### config.mk
export PLATFORM = sky130hd
export DESIGN_NAME = stc_dbuffer_drain_flat
export DESIGN_NICKNAME = d
export VERILOG_FILES = /design/src/rtl/stc_dbuffer_drain_if.sv /design/src/rtl/stc_dbuffer_drain.sv /design/src/flat_wrapper.sv
export SDC_FILE = /design/constraint.sdc
export NUM_CORES = 1
export LEC_CHECK = 0
export BUFFER_PORTS_ARGS = -buffer_cell sky130_fd_sc_hd__buf_4
export CORE_UTILIZATION = 30
export CTS_BUF_LIST = sky130_fd_sc_hd__clkbuf_4 sky130_fd_sc_hd__clkbuf_8
export DETAILED_ROUTE_END_ITERATION = 12
export MAX_ROUTING_LAYER = met4
export SYNTH_ARGS = -nofsm -noshare
export SYNTH_HDL_FRONTEND = slang
export SYNTH_SLANG_ARGS = --single-unit
export TNS_END_PERCENT = 20
### constraint.sdc
create_clock -name clk -period 2.9 [get_ports clk]
set_clock_uncertainty 0.15 [all_clocks]
set_input_delay 0.58 -clock clk [delete_from_list [all_inputs] [get_ports clk]]
set_output_delay 0.58 -clock clk [all_outputs]
set_load 0.005 [all_outputs]
### src/rtl/stc_dbuffer_drain_if.sv
// stc_dbuffer_drain_if: D-buffer read port and memory write channel of the drain engine
//   rd_col    : column index to the buffer (master -> slave)
//   d_row     : buffer D_row_out, combinational in rd_col (slave -> master)
//   mem_valid : write beat valid (master -> slave)
//   mem_ready : memory accepts beat on valid && ready (slave -> master)
//   mem_addr  : byte address of the beat (master -> slave)
//   mem_data  : row data beat (master -> slave)
interface stc_dbuffer_drain_if #(
  parameter int N       = 16,
  parameter int DW_DATA = 16,
  parameter int DW_MEM  = 256,
  parameter int DW_COL  = 4,
  parameter int DW_ADDR = 32
);
  logic [DW_COL-1:0]    rd_col;
  logic [N*DW_DATA-1:0] d_row;
  logic                 mem_valid;
  logic                 mem_ready;
  logic [DW_ADDR-1:0]   mem_addr;
  logic [DW_MEM-1:0]    mem_data;
  modport master (output rd_col, mem_valid, mem_addr, mem_data, input d_row, mem_ready);
  modport slave (input rd_col, mem_valid, mem_addr, mem_data, output d_row, mem_ready);
endinterface

### src/rtl/stc_dbuffer_drain.sv
// stc_dbuffer_drain: streams the M rows of the D accumulator buffer to memory, one row per beat
//   clk         : clock, rising edge
//   reset       : asynchronous active-low reset
//   start_i     : one-cycle drain request, honoured only when idle
//   base_addr_i : byte address of row 0, sampled on accepted start
//   busy_o      : drain in progress (cycle after start through done cycle)
//   done_o      : one-cycle pulse after the final beat is accepted
//   bus         : buffer column read port and valid/ready memory write channel
module stc_dbuffer_drain #(
  parameter int N       = 16,
  parameter int M       = 16,
  parameter int DW_DATA = 16,
  parameter int DW_MEM  = 256,
  parameter int DW_COL  = 4,
  parameter int DW_ADDR = 32
) (
  input  logic                clk,
  input  logic                reset,
  input  logic                start_i,
  input  logic [DW_ADDR-1:0]  base_addr_i,
  output logic                busy_o,
  output logic                done_o,
  stc_dbuffer_drain_if.master bus
);
  typedef enum logic [1:0] {IDLE, READ, FLUSH, DONE} state_t;
  localparam logic [DW_ADDR-1:0] STRIDE = DW_ADDR'(DW_MEM / 8);
  localparam logic [DW_COL-1:0]  LAST   = DW_COL'(M - 1);
  if (DW_MEM != N * DW_DATA) begin : g_bad_width
    $fatal(1, "stc_dbuffer_drain: DW_MEM must equal N*DW_DATA");
  end
  if ((1 << DW_COL) < M) begin : g_bad_col
    $fatal(1, "stc_dbuffer_drain: DW_COL too narrow for M");
  end
  state_t              state_q, state_d;
  logic [DW_COL-1:0]   rd_row_q, rd_row_d;
  logic [DW_ADDR-1:0]  base_q, base_d;
  logic [DW_MEM-1:0]   head_data_q, head_data_d, tail_data_q, tail_data_d;
  logic [DW_ADDR-1:0]  head_addr_q, head_addr_d, tail_addr_q, tail_addr_d;
  logic                head_v_q, head_v_d, tail_v_q, tail_v_d;
  logic                pop, push, head_load, from_tail, from_new, tail_load;
  logic [DW_ADDR-1:0]  new_addr;
  // Two-register FIFO: head feeds the memory channel directly, tail is the overflow slot.
  // A push is allowed when full only if the head is popped the same cycle.
  assign pop       = head_v_q && bus.mem_ready;
  assign push      = (state_q == READ) && (!(head_v_q && tail_v_q) || pop);
  assign new_addr  = base_q + DW_ADDR'(rd_row_q) * STRIDE;
  assign head_load = !head_v_q || pop;
  assign from_tail = head_load && tail_v_q;
  assign from_new  = head_load && !tail_v_q && push;
  assign tail_load = push && !from_new;
  // Head data/address hold their last values when the FIFO drains empty.
  assign head_data_d = from_tail ? tail_data_q : (from_new ? bus.d_row : head_data_q);
  assign head_addr_d = from_tail ? tail_addr_q : (from_new ? new_addr : head_addr_q);
  assign head_v_d    = head_load ? (tail_v_q || push) : 1'b1;
  assign tail_data_d = tail_load ? bus.d_row : tail_data_q;
  assign tail_addr_d = tail_load ? new_addr : tail_addr_q;
  assign tail_v_d    = tail_load ? 1'b1 : (from_tail ? 1'b0 : tail_v_q);
  always_comb begin
    state_d  = state_q;
    rd_row_d = rd_row_q;
    base_d   = base_q;
    case (state_q)
      IDLE: if (start_i) begin
        state_d  = READ;
        base_d   = base_addr_i;
        rd_row_d = '0;
      end
      READ: if (push) begin
        if (rd_row_q == LAST) state_d = FLUSH;
        else rd_row_d = rd_row_q + DW_COL'(1);
      end
      FLUSH: if (!tail_v_q && head_load) state_d = DONE;
      default: state_d = IDLE;
    endcase
  end
  always_ff @(posedge clk or negedge reset) begin
    if (!reset) begin
      state_q     <= IDLE;
      rd_row_q    <= '0;
      base_q      <= '0;
      head_data_q <= '0;
      head_addr_q <= '0;
      head_v_q    <= 1'b0;
      tail_data_q <= '0;
      tail_addr_q <= '0;
      tail_v_q    <= 1'b0;
    end else begin
      state_q     <= state_d;
      rd_row_q    <= rd_row_d;
      base_q      <= base_d;
      head_data_q <= head_data_d;
      head_addr_q <= head_addr_d;
      head_v_q    <= head_v_d;
      tail_data_q <= tail_data_d;
      tail_addr_q <= tail_addr_d;
      tail_v_q    <= tail_v_d;
    end
  end
  assign busy_o        = state_q != IDLE;
  assign done_o        = state_q == DONE;
  assign bus.rd_col    = rd_row_q;
  assign bus.mem_valid = head_v_q;
  assign bus.mem_addr  = head_addr_q;
  assign bus.mem_data  = head_data_q;
endmodule

### src/flat_wrapper.sv
// flat-port wrapper written by rule: the top's interface ports become plain ports
module stc_dbuffer_drain_flat 
#(
  parameter int N       = 16,
  parameter int M       = 16,
  parameter int DW_DATA = 16,
  parameter int DW_MEM  = 256,
  parameter int DW_COL  = 4,
  parameter int DW_ADDR = 32
)
  (clk, reset, start_i, base_addr_i, busy_o, done_o, bus_rd_col, bus_mem_valid, bus_mem_addr, bus_mem_data, bus_d_row, bus_mem_ready);
  stc_dbuffer_drain_if #(.N(N), .DW_DATA(DW_DATA), .DW_MEM(DW_MEM), .DW_COL(DW_COL), .DW_ADDR(DW_ADDR)) bus_i ();
  input  logic clk;
  input  logic reset;
  input  logic start_i;
  input  logic [DW_ADDR-1:0] base_addr_i;
  output logic busy_o;
  output logic done_o;
  output wire logic [$bits(bus_i.rd_col)-1:0] bus_rd_col;
  output wire logic [$bits(bus_i.mem_valid)-1:0] bus_mem_valid;
  output wire logic [$bits(bus_i.mem_addr)-1:0] bus_mem_addr;
  output wire logic [$bits(bus_i.mem_data)-1:0] bus_mem_data;
  input wire logic [$bits(bus_i.d_row)-1:0] bus_d_row;
  input wire logic [$bits(bus_i.mem_ready)-1:0] bus_mem_ready;
  assign bus_rd_col = bus_i.rd_col;
  assign bus_mem_valid = bus_i.mem_valid;
  assign bus_mem_addr = bus_i.mem_addr;
  assign bus_mem_data = bus_i.mem_data;
  assign bus_i.d_row = bus_d_row;
  assign bus_i.mem_ready = bus_mem_ready;
  stc_dbuffer_drain #(.N(N), .M(M), .DW_DATA(DW_DATA), .DW_MEM(DW_MEM), .DW_COL(DW_COL), .DW_ADDR(DW_ADDR)) u_core (.clk(clk), .reset(reset), .start_i(start_i), .base_addr_i(base_addr_i), .busy_o(busy_o), .done_o(done_o), .bus(bus_i));
endmodule
==> results of run 1 <==
## cell families (layout without fill, tap and decap cells)
| group | count (synthesis) | count (layout) |
|---|---|---|
| simple gates | 1197 | 1197 |
| flops | 616 | 616 |
| buf+inv | 205 | 1161 |
| mux | 35 | 35 |
| other cells | 0 | 4 |
| fa+ha+maj | 10 | 10 |
| xor+xnor | 24 | 24 |
| compound gates | 601 | 601 |
## area by class of cell
type | count | area [um2] | share of cell area
repair buffers | 956 | 8235 | 0.2261
clock buffers | 172 | 2198 | 0.06034
clock inverters | 23 | 342.8 | 0.009411
inverters | 10 | 45.04 | 0.001236
multi-input cells | 1867 | 8845 | 0.2428
well taps | 1070 | 1339 | 0.03675
diodes | 4 | 10.01 | 0.0002748
flip-flops and latches | 616 | 15410 | 0.4231
## what timing repair did
action | CTS | global route
endpoints found under the hold margin | 559 | 0
endpoints found under the setup margin | 0 | 0
hold buffers | 290 | 0
## Yosys cell counts (all sizes together), types with 2 or more instances
| master | count |
|---|---|
| nand2 | 1098 |
| dfrtp | 616 |
| o21ai | 300 |
| o22ai | 263 |
| clkbuf | 120 |
| buf | 75 |
| nor2 | 39 |
| mux2 | 33 |
| nor3 | 32 |
| a211oi | 21 |
| xnor2 | 16 |
| inv | 10 |
| nand3 | 10 |
| ha | 9 |
| xor2 | 8 |
| a21oi | 5 |
| and3 | 5 |
| a21o | 2 |
| a22oi | 2 |
| mux2i | 2 |
| nand2b | 2 |
| nand4 | 2 |
| nor2b | 2 |
| nor4 | 2 |
| o21a | 2 |
## power by group through the flow
| stage | clock network [mW] | registers (mW) | logic, mW |
|---|---|---|---|
| 3_3_place_gp | 0 | 15.5 | 14.5 |
| 6_report | 9.23 | 15.6 | 15.0 |
| 5_1_grt | 9.88 | 16.0 | 16.8 |
| 4_1_cts | 9.49 | 15.5 | 15.2 |
| 2_1_floorplan | 0 | 15.1 | 8.01 |
| 3_5_place_dp | 0 | 15.6 | 14.8 |
## state kept, by name, summed over array words and instances, names as in the netlist
| signal | cells |
|---|---|
| u_core.base_q | 32 |
| u_core.tail_addr_q | 32 |
| u_core.bus.mem_data | 256 |
| u_core.tail_v_q | 1 |
| u_core.state_q | 2 |
| u_core.tail_data_q | 256 |
| u_core.bus.mem_addr | 32 |
| u_core.bus.mem_valid | 1 |
| u_core.bus.rd_col | 4 |
## tightest hold or removal path: stages
cell	delay [ns]
buf_4	0.10
nand3b_1	0.15
nand2_1	0.06
## metrics by stage
stage,setup slack [ns],utilization
after CTS,0.3317,0.4421
after floorplan,0.4778,-
after global placement,0.3284,0.3760
final,0.3273,0.4423
after global routing,0.1116,0.4423
after detailed placement,0.2993,0.3760
## routing by layer
layer / part of all wire / wire, um / global-route usage / up-vias
met5: 0 / 0 / - / -
met4: 0.042 / 3439 / 0.09046 / 0
met3: 0.048 / 3946 / 0.03276 / 190
met2: 0.48 / 38970 / 0.3033 / 679
met1: 0.43 / 35250 / 0.2458 / 10800
li1: - / - / - / 10780
## path summary, 6_finish.rpt
check,from,endpoint,depth (start not counted)
setup / recovery,u_core.bus.rd_col[1],u_core.bus.mem_addr[19],8
hold / removal,bus_mem_ready,u_core.tail_v_q,3
setup reg to reg,u_core.bus.rd_col[1],u_core.bus.mem_addr[19],8
hold reg to reg,u_core.tail_data_q[204],u_core.tail_data_q[204],2
max in group asynchronous,reset,u_core.tail_data_q[69],3
min in group asynchronous,reset,u_core.tail_data_q[250],2
==> out/metrics.yaml, run 1 <==
htreeDepth: 3
path_class: "reg2reg"
row_count: 105
drv_cap: 0
worst_slew_pin_slew_ns: 0.7892
final_area_um2: 36430
cts_setup_buffers: 0
crit_path_max_incr_delay_ns: 0.45
drt_iter0_markers: 1269
grt_overflow: 0
wl_per_cell_um: 17.30
ant_nets: 0
first_pass_iters: 5
synth_nets: 2990
maxSlewHeadroom: 0.4738
synthCells: 2688
track_usage: 0.1942
clockRootBuffer: "clkbuf_8"
worstPathArrival_ns: 3.04
viasPerCell: 4.758
path_buf_inv: 1
synth_fa_ha_area_frac: 0.005292
area_delta_synth_final_pct: 45.35
dieWidth_um: 291.0
grt_pass1_wl_um: 128000
final_cell_mix: "nand2_1 (1098), buf_4 (639), dfrtp_1 (616)"
switching_share: 0.3704
drc: 0
layout-drive-gt1-share: 0.2503
leakagePower_nw: 17.82
clock_path_buffers: 3
dieArea_um2: 84710
boundaryPins: 587
finalPower_mw: 39.84
yosys.area.top_type_share: 0.6150
drv_slew: 0
period_needed_ns: 2.573
setup_viol: 0
synth_seq_cells: 616
cts_tree: "done"
fillers: 7810
synth_top_family_by_area: "simple AND/OR/NAND/NOR gates"
p_comb_frac: 0.377
crit_path_start_kind: "flop"
end_kind: "flop"
synth_edf_count: 0
post-route-period-util: 0.8872
portBuffers: 586
synth_xor_area_frac: 0.008387
synth_simple_gate_area_frac: 0.1847
rsz0062_at_grt: "false"
antenna_found_initial: 5
cpLargestDelayFamily: "simple AND/OR/NAND/NOR gates"
cts.clk_slew.worst_paths_ns: 0.06
final_common_cell: "nand2_1"
synthTopCellsByArea: "dfrtp_1 (62%), nand2_1 (16%), o22ai_1 (6.6%), o21ai_0 (5.8%), clkbuf_1 (1.8%)"
power.switching_mw: 14.76
whs_ns: 0.1212
path_cells: "inv_1, fa_1, nor2b_1, o31a_1, nand2_1, or3_1, xor2_1, a211oi_1"
fin_cells: 4718
cts-resized-gates: 0
ys.flop_type: "dfrtp_1"
grt_max_degree: 129
synthArstFlopShare: 1.000
syn_area_um2: 25060
p_per_area_nw_per_um2: 1094
grt_pass1_vias: 22430
power_frac_clock: 0.232
clock.fmax_ghz: 0.3887
yosysUniqueCellTypes: 45
cp.required_ns: 3.37
internal_power_mw: 25.08
finalSetupTns_ns: 0
gp_congestion: 0.8189
crit_path_max_fanout: 8
slowest_stage: "fa_1"
place_inst: 4229
seq_power_share: 0.391
cts_buffers: 108
drt-total-wl_um: 81600
hpwl_um: 52990
cts_sinks: 616
status: "finished clean"
synthMuxAreaShare: 0.01563
hold_viol: 0
coreArea_um2: 82370
die_h_um: 291.0
initial_core_util: 0.3043
ir_drop_uv: 719.2
placed_cell_area_um2: 30980
hold_path.class: "in2reg"
synth_compound_area_frac: 0.1374
yosysSeqAreaShare: 0.6150
vias: 22450
synth_top_area_cell: "dfrtp_1"
clock_latency_ns: 0.71
r2r_setup_slack_ns: 0.33
syn-mean-instance-area_um2: 9.324
ys_warn_count: 0
nets: 3861
No activity file was read; power rests on OpenSTA's default activity.
==> run 2: changes to the inputs <==
==> constraint.sdc (replaced) <==
create_clock -name clk -period 2.9 [get_ports clk]
set_clock_uncertainty 0.15 [all_clocks]
set_input_delay 0.87 -clock clk [delete_from_list [all_inputs] [get_ports clk]]
set_output_delay 0.87 -clock clk [all_outputs]
set_load 0.005 [all_outputs]
==> run 2 against run 1 <==
Effect of this change: critical path depth decreased by 4; combinational power about the same; first-iteration DRC count grew 2.0%; routed wire length shrank 4.0%; die area did not move; global-route usage shrank 0.78 points; maximum frequency down 5.9%; clock-buffer cell count decreased by 2; cell count fell by 6.0%; clock power down 8.1%; critical path type is now reg2out.
==> out/metrics.yaml, run 2 (same netlist as run 1, synthesis figures left out) <==
status: "finished clean"
antenna_found_initial: 2  # -3
clockRootBuffer: "clkbuf_8"
final_common_cell: "nand2_1"
final_cell_mix: "nand2_1 (1098), buf_4 (644), dfrtp_1 (616)"
clock_latency_ns: 0.68  # -0.03 ns
die_h_um: 291.0  # unchanged
portBuffers: 586  # unchanged
clock_path_buffers: 3  # unchanged
track_usage: 0.1864  # -0.007846
boundaryPins: 587  # unchanged
crit_path_start_kind: "flop"
grt_pass1_vias: 20960  # -6.6%
crit_path_max_fanout: 5  # -3
drv_slew: 0  # unchanged
htreeDepth: 3  # unchanged
gp_congestion: 0.8297  # +1.3%
viasPerCell: 4.777  # +0.41%
initial_core_util: 0.3043  # unchanged
worst_slew_pin_slew_ns: 1.098  # +0.3085 ns
end_kind: "output pin"
dieWidth_um: 291.0  # unchanged
cts_sinks: 616  # unchanged
coreArea_um2: 82370  # unchanged
wl_per_cell_um: 17.67  # +2.2%
hpwl_um: 53620  # +1.2%
post-route-period-util: 0.9431  # +0.05591
rsz0062_at_grt: "false"
drv_cap: 0  # unchanged
ir_drop_uv: 586.1  # -19%
cp.required_ns: 1.88  # -1.49 ns
row_count: 105  # unchanged
nets: 3593  # -6.9%
finalSetupTns_ns: 0  # unchanged
post-place-ws_ns: 0.2356  # -0.06372 ns
hold_viol: 0  # unchanged
p_per_area_nw_per_um2: 1162  # +6.2%
drc: 0  # unchanged
grt_max_degree: 150  # +16%
path_class: "reg2out"
cts.clk_slew.worst_paths_ns: 0.06  # about the same
hold_path.class: "in2reg"
area_delta_synth_final_pct: 34.13
period_needed_ns: 2.735  # +0.1621 ns
cts_buffers: 109  # +0.93%
dieArea_um2: 84710  # unchanged
first_pass_iters: 5  # unchanged
layout-drive-gt1-share: 0.2736  # +0.02329
fillers: 8139  # +4.2%
cts_tree: "done"
timing.final.ws_setup_ns: 0.1651  # -0.1621 ns
drt-total-wl_um: 78370  # -4.0%
clock.fmax_ghz: 0.3656  # -5.9%
vias: 21190  # -5.6%
leakagePower_nw: 16.67  # -6.4%
setup_viol: 0  # unchanged
drt_iter0_markers: 1294  # +2.0%
grt_overflow: 0  # unchanged
maxSlewHeadroom: 0.2682  # -0.2057
grt_pass1_wl_um: 122900  # -4.0%
worstPathArrival_ns: 1.71  # -1.33 ns
ant_nets: 0  # unchanged
## run 2: cell types whose count changed in the layout (fill, tap and decap cells not counted), sizes merged
cell         previous run  this run
dlygate4sd3           290         1
buf                   666       686
bufinv                  7         4
clkinvlp                3         0
clkbuf                172       170
clkinv                 10         8
diode                   4         2
inv                    13        11
## run 2: path summary, 6_finish.rpt
kind                                    startpoint                      end  slack [ns]  cells past startpoint
min                                  bus_d_row[17]   u_core.tail_data_q[17]        0.23                      3
min reg2reg                u_core.tail_data_q[237]  u_core.tail_data_q[237]        0.32                      2
max                              u_core.state_q[0]                   busy_o        0.17                      4
max in group asynchronous                    reset    u_core.tail_data_q[2]        1.15                      4
min in group asynchronous                    reset        u_core.base_q[23]        0.60                      2
max reg2reg                       u_core.base_q[5]  u_core.bus.mem_addr[19]        0.37                      9
## run 2: layout make-up
cell class	instances	area (um2)	share of cell area
Sequential cell	616	15410	0.4585
Multi-Input combinational cell	1867	8845	0.2631
Timing Repair Buffer	687	5680	0.1690
Clock buffer	170	2083	0.06197
Tap cell	1070	1339	0.03982
Clock inverter	13	205.2	0.006104
Inverter	10	45.04	0.001340
Antenna cell	2	5.005	0.0001489
## run 2: routing by layer
metal	vias to the layer above	share of wire	global-route usage
met5	-	0	-
met4	0	0.027	0.06143
met3	127	0.052	0.03337
met2	595	0.49	0.2956
met1	10230	0.44	0.2403
li1	10230	-	-
## run 2: metrics by stage
stage	cell area, um2	hold slack [ns]	util	power [mW]	std cells
2_1_floorplan	25060	0.2946	-	23.09	2688
3_3_place_gp	31310	0.3077	0.3801	30.49	4249
3_5_place_dp	31310	0.3133	0.3801	30.86	4249
4_1_cts	33610	0.1201	0.4081	39.51	4433
5_1_grt	33620	0.1651	0.4081	42.02	4435
6_report	33620	0.2286	0.4081	39.05	4435
## run 2: power breakdown
group / total (mW) / switching, mW / internal [mW] / leakage (nW)
combinational: 15.0 / 8.20 / 6.80 / 7.85
sequential: 15.6 / 2.66 / 12.9 / 7.60
clock: 8.48 / 3.59 / 4.89 / 1.22
## run 2: timing repair
item	4_1_cts	5_1_grt
resized for setup	0	0
endpoints found under the hold margin	25	0
hold buffers	1	0
setup buffers	0	0
## run 2: critical path, stage by stage, from the launching register on
cell,delay (ns)
dfrtp_1,0.40
inv_1,0.11
ha_1,0.27
inv_1,0.11
buf_4,0.15
